[src/rtl/main.sv]
// 2x2 weight-stationary systolic array computing C = A x W on hardcoded operands.
// Activations flow right and partial sums flow down; results are captured from the bottom row.
module main #(
    parameter int unsigned DATA_W = 8,
    parameter int unsigned ACC_W  = 16
) (
    input  logic              clk,
    input  logic              reset,
    input  logic              start,
    output logic              busy,
    output logic              done,
    output logic [ACC_W-1:0]  c00,
    output logic [ACC_W-1:0]  c01,
    output logic [ACC_W-1:0]  c10,
    output logic [ACC_W-1:0]  c11
);

    typedef enum logic [1:0] {StIdle, StLoadW, StCompute, StDone} state_e;

    localparam logic [DATA_W-1:0] A00 = DATA_W'(5);
    localparam logic [DATA_W-1:0] A01 = DATA_W'(6);
    localparam logic [DATA_W-1:0] A10 = DATA_W'(7);
    localparam logic [DATA_W-1:0] A11 = DATA_W'(8);
    localparam logic [DATA_W-1:0] W00 = DATA_W'(1);
    localparam logic [DATA_W-1:0] W01 = DATA_W'(2);
    localparam logic [DATA_W-1:0] W10 = DATA_W'(3);
    localparam logic [DATA_W-1:0] W11 = DATA_W'(4);

    state_e              state;
    logic [2:0]          cnt;
    logic [DATA_W-1:0]   w_q   [2][2];
    logic [DATA_W-1:0]   a_q   [2];
    logic [ACC_W-1:0]    ps_q  [2][2];
    logic [DATA_W-1:0]   feed  [2];
    logic [DATA_W-1:0]   a_in  [2][2];
    logic [ACC_W-1:0]    ps_in [2][2];
    logic [2*DATA_W-1:0] prod  [2][2];

    // Row 1 is fed one cycle after row 0 so its operands meet the psum arriving from above.
    always_comb begin
        feed[0] = '0;
        feed[1] = '0;
        if (state == StCompute) begin
            if (cnt == 3'd0) feed[0] = A00;
            if (cnt == 3'd1) feed[0] = A10;
            if (cnt == 3'd1) feed[1] = A01;
            if (cnt == 3'd2) feed[1] = A11;
        end
    end

    always_comb begin
        a_in[0][0]  = feed[0];
        a_in[0][1]  = a_q[0];
        a_in[1][0]  = feed[1];
        a_in[1][1]  = a_q[1];
        ps_in[0][0] = '0;
        ps_in[0][1] = '0;
        ps_in[1][0] = ps_q[0][0];
        ps_in[1][1] = ps_q[0][1];
        for (int i = 0; i < 2; i++) begin
            for (int j = 0; j < 2; j++) begin
                prod[i][j] = (2*DATA_W)'(a_in[i][j]) * (2*DATA_W)'(w_q[i][j]);
            end
        end
    end

    // PE pipeline registers; only column 0 forwards its activation.
    always_ff @(posedge clk or posedge reset) begin
        if (reset) begin
            for (int i = 0; i < 2; i++) begin
                a_q[i] <= '0;
                for (int j = 0; j < 2; j++) begin
                    ps_q[i][j] <= '0;
                end
            end
        end else begin
            for (int i = 0; i < 2; i++) begin
                a_q[i] <= a_in[i][0];
                for (int j = 0; j < 2; j++) begin
                    ps_q[i][j] <= ps_in[i][j] + ACC_W'(prod[i][j]);
                end
            end
        end
    end

    always_ff @(posedge clk or posedge reset) begin
        if (reset) begin
            state <= StIdle;
            cnt   <= '0;
            busy  <= 1'b0;
            done  <= 1'b0;
            c00   <= '0;
            c01   <= '0;
            c10   <= '0;
            c11   <= '0;
            for (int i = 0; i < 2; i++) begin
                for (int j = 0; j < 2; j++) begin
                    w_q[i][j] <= '0;
                end
            end
        end else begin
            unique case (state)
                StIdle: begin
                    if (start) begin
                        state <= StLoadW;
                        busy  <= 1'b1;
                    end
                end
                StLoadW: begin
                    w_q[0][0] <= W00;
                    w_q[0][1] <= W01;
                    w_q[1][0] <= W10;
                    w_q[1][1] <= W11;
                    cnt       <= '0;
                    state     <= StCompute;
                end
                StCompute: begin
                    cnt <= cnt + 3'd1;
                    // Column 1 results trail column 0 by one cycle of skew.
                    if (cnt == 3'd2) c00 <= ps_q[1][0];
                    if (cnt == 3'd3) begin
                        c10 <= ps_q[1][0];
                        c01 <= ps_q[1][1];
                    end
                    if (cnt == 3'd4) c11 <= ps_q[1][1];
                    if (cnt == 3'd5) begin
                        state <= StDone;
                        busy  <= 1'b0;
                        done  <= 1'b1;
                    end
                end
                StDone: begin
                    if (start) begin
                        state <= StLoadW;
                        busy  <= 1'b1;
                        done  <= 1'b0;
                    end
                end
                default: state <= StIdle;
            endcase
        end
    end

endmodule

[config.mk]
export PLATFORM = sky130hd
export DESIGN_NAME = main
export DESIGN_NICKNAME = d
export VERILOG_FILES = /design/src/rtl/main.sv
export SDC_FILE = /design/constraint.sdc
export NUM_CORES = 1
export LEC_CHECK = 0
export BUFFER_PORTS_ARGS = -buffer_cell sky130_fd_sc_hd__buf_2
export CORE_MARGIN = 1
export CORE_UTILIZATION = 50
export DETAILED_ROUTE_END_ITERATION = 16
export PLACE_DENSITY_LB_ADDON = 0.08
export SYNTH_ARGS = -nofsm -noshare
export SYNTH_HDL_FRONTEND = slang
export SYNTH_SLANG_ARGS = --single-unit
[constraint.sdc]
create_clock -name clk -period 3.1 [get_ports clk]
set_input_delay 0.31 -clock clk [delete_from_list [all_inputs] [get_ports clk]]
set_output_delay 0.31 -clock clk [all_outputs]
set_load 0.01 [all_outputs]
==> results_dict.tcl <==
set metrics [dict create \
    fin_crit_ns 2.15 \
    status "complete, no violations" \
    drv_cap 0 \
    netlist.area_leader.share_pct 53.3 \
    finalMaxSlewViolations 0 \
    worstPathCellList "inv_1, ha_1, nand3b_4, nor3_2, ha_1, ha_1, nand2_1, o32ai_2, xor2_1" \
    ant_nets 0 \
    fin_nets 240 \
    drtPass1Iterations 4 \
    max_freq_mhz 465 \
    end_kind "register" \
    path_class "reg2reg" \
    worst_slew_pin_slew_ns 1.04 \
    rsz0062_at_grt "false" \
    diodes 0 \
    required_ns 3.33 \
    synth_ff_type "dfrtp_1" \
    met3_length_um 147 \
    gp_congestion 0.736 \
    synth_area_mm2 0.00244 \
    gr-total-overflow 0 \
    dpl-instance-area_mm2 0.00250 \
    clk_path_buf_depth 2 \
    cts_tree "done" \
    drc 0 \
    antenna_found_initial 0 \
    multiInputGateArea_um2 920 \
    clock_latency_ns 0.30 \
    synth_edf_count 0 \
    pwr_density_cell_mw_per_mm2 634 \
    drtIter0Drc 36 \
    start_util_pct 51.7 \
    vias 1275 \
    die_y_um 71.9 \
    synth_cells 189 \
    wl_met2_um 1820 \
    vias_per_cell 4.41 \
    worstPathArrival_ns 2.38 \
    synthTopCellsByCount "dfrtp_1 (52), buf_4 (42), ha_1 (16), inv_1 (14), mux2_1 (14)" \
    root_buffer "clkbuf_8" \
    h-tree-depth 2 \
    fin_worst_skew_ns 0.00464 \
    crit_path_max_incr_delay_ns 0.42 \
    io_buffer_count 28 \
    relSlewSlack_pct 30.3 \
    ys_seq_area_share_pct 53.3 \
    crit_top_cell "ha_1" \
    cts-hold-fix-buffers 0 \
    cp_max_fo 8 \
    setup_violations 0 \
    drive_gt1_share_pct 24.8 \
    synthTopCellsByArea "dfrtp_1 (53%), buf_4 (13%), ha_1 (8.2%), mux2_1 (6.5%), mux2_2 (4.6%)" \
    crit_path_start_kind "register" \
    cp_slowest_cell "dfrtp_1" \
    std_cell_rows 25 \
    finalSetupTns_ns 0 \
    cts-resized-gates 0 \
    yosysUniqueCellTypes 31 \
    io_pins 69 \
    synth_top_cell_by_area "dfrtp_1" \
    seq_area_mm2 0.00130 \
    grt_pass1_vias 1233 \
    area_delta_synth_final_pct 6.97 \
    fillers 434 \
    die-area_mm2 0.00517 \
    synth_area_per_cell_um2 12.9 \
    core_mm2 0.00472 \
    hold_class "in2async" \
    synth.most_common_cell "dfrtp_1" \
    grt_pass1_wl_um 5530 \
    grt_start_max_net_pins 53 \
    dp_hpwl_um 2470 \
    yosys_warnings 0 \
    final-hold-violation-count 0 \
    cts.clk_slew.worst_paths_ns 0.09 \
    cts_inserted_buffers 5 \
    async_reset_ff_share_pct 100 \
    met1_length_um 1420 \
    clkSinkCount 52 \
    drt_wl_total_um 3420 \
    postCtsSetupRepairBufs 0 \
    fin_crit_sh_pct 69.4 \
    peakVddDrop_v 0.000329 \
    grt_usage_pct 14.2 \
    p_leak_nw 1.57 \
    fp.dieW_um 71.9 \
    synth_seq_cells 52 \
    top_layer_used "met4" \
    finalInstanceArea_mm2 0.00261 \
    wl_per_cell_um 11.8 \
]
layer usage:
metal,global-route usage [%],vias to the layer above
li1,-,598
met1,16.4,635
met2,25.2,38
met3,4.58,4
met4,4.58,0
met5,0,-
flip-flops by register name, summed over array words and instances, names as in the netlist:
name,flops
c00,6
done,1
c11,6
w_q,1
a_in,4
cnt,3
c10,6
busy,1
state,2
ps_in,4
c01,6
ps_q,12
cell type report:
class / count / area share, %
Timing Repair Buffer: 28 / 5.36
Inverter: 14 / 2.01
Clock inverter: 3 / 1.77
Sequential cell: 52 / 49.8
Tap cell: 67 / 3.21
Multi-Input combinational cell: 120 / 35.2
Clock buffer: 5 / 2.63
kinds of logic (layout without fill, tap and decap cells):
family	count (synthesis)	after routing	share of synthesized area, %
DFF	52	52	53.3
xor gates and xnor gates	4	4	1.43
muxes	25	25	11.5
adders and majority gates	16	16	8.20
AOI/OAI and AO/OA	12	12	3.94
other	1	40	0.154
and+or+nand+nor	23	23	6.46
buffers and inverters	56	50	15.1
cells in the final DEF (no fill, tap or decap), types with 2 or more instances in the layout:
cell and instances:
mux2_1 14, o2bb2ai_1 2, nand2_1 5, xnor2_1 3
o21ai_0 3, nor2_1 3, inv_1 13, dfrtp_1 52
ha_1 16, mux2_2 10, buf_2 28, nand3b_4 2
nand2b_1 2, clkbuf_8 5, conb_1 40, and2_1 4
worst max-delay path, delay by kind of cell (launching register included):
| family | cells | cell delay (ns) |
|---|---|---|
| flops | 1 | 0.42 |
| compound gates | 1 | 0.14 |
| fa+ha+maj | 3 | 0.79 |
| buf+inv | 1 | 0.09 |
| simple gates | 3 | 0.48 |
| xor+xnor | 1 | 0.16 |
worst paths after layout:
check | slack, ns | end | startpoint | cells past startpoint
max | 0.95 | ps_q[20] | state[0] | 9
min | 0.25 | c10[3] | reset | 2
max reg2reg | 0.95 | ps_q[20] | state[0] | 9
min reg2reg | 0.36 | ps_q[2] | ps_in[2] | 0
max in group asynchronous | 2.20 | ps_q[21] | reset | 2
min in group clk | 0.32 | done | start | 3
through the flow:
step	std cells	hold slack [ns]	setup WS, ns	power [mW]	util, %
2_1_floorplan	228	0.331	1.27	1.15	-
3_3_place_gp	281	0.332	1.07	1.19	52.9
3_5_place_dp	281	0.342	0.911	1.21	52.9
4_1_cts	289	0.290	0.916	1.68	55.3
5_1_grt	289	0.331	0.744	1.77	55.3
6_report	289	0.254	0.950	1.66	55.3
report_power, final:
| group | leakage, nW | internal [mW] | switching, mW |
|---|---|---|---|
| Sequential | 0.705 | 0.783 | 0.0657 |
| Combinational | 0.814 | 0.141 | 0.201 |
| Clock | 0.0548 | 0.243 | 0.222 |
Power figures use the tool's default switching activity.
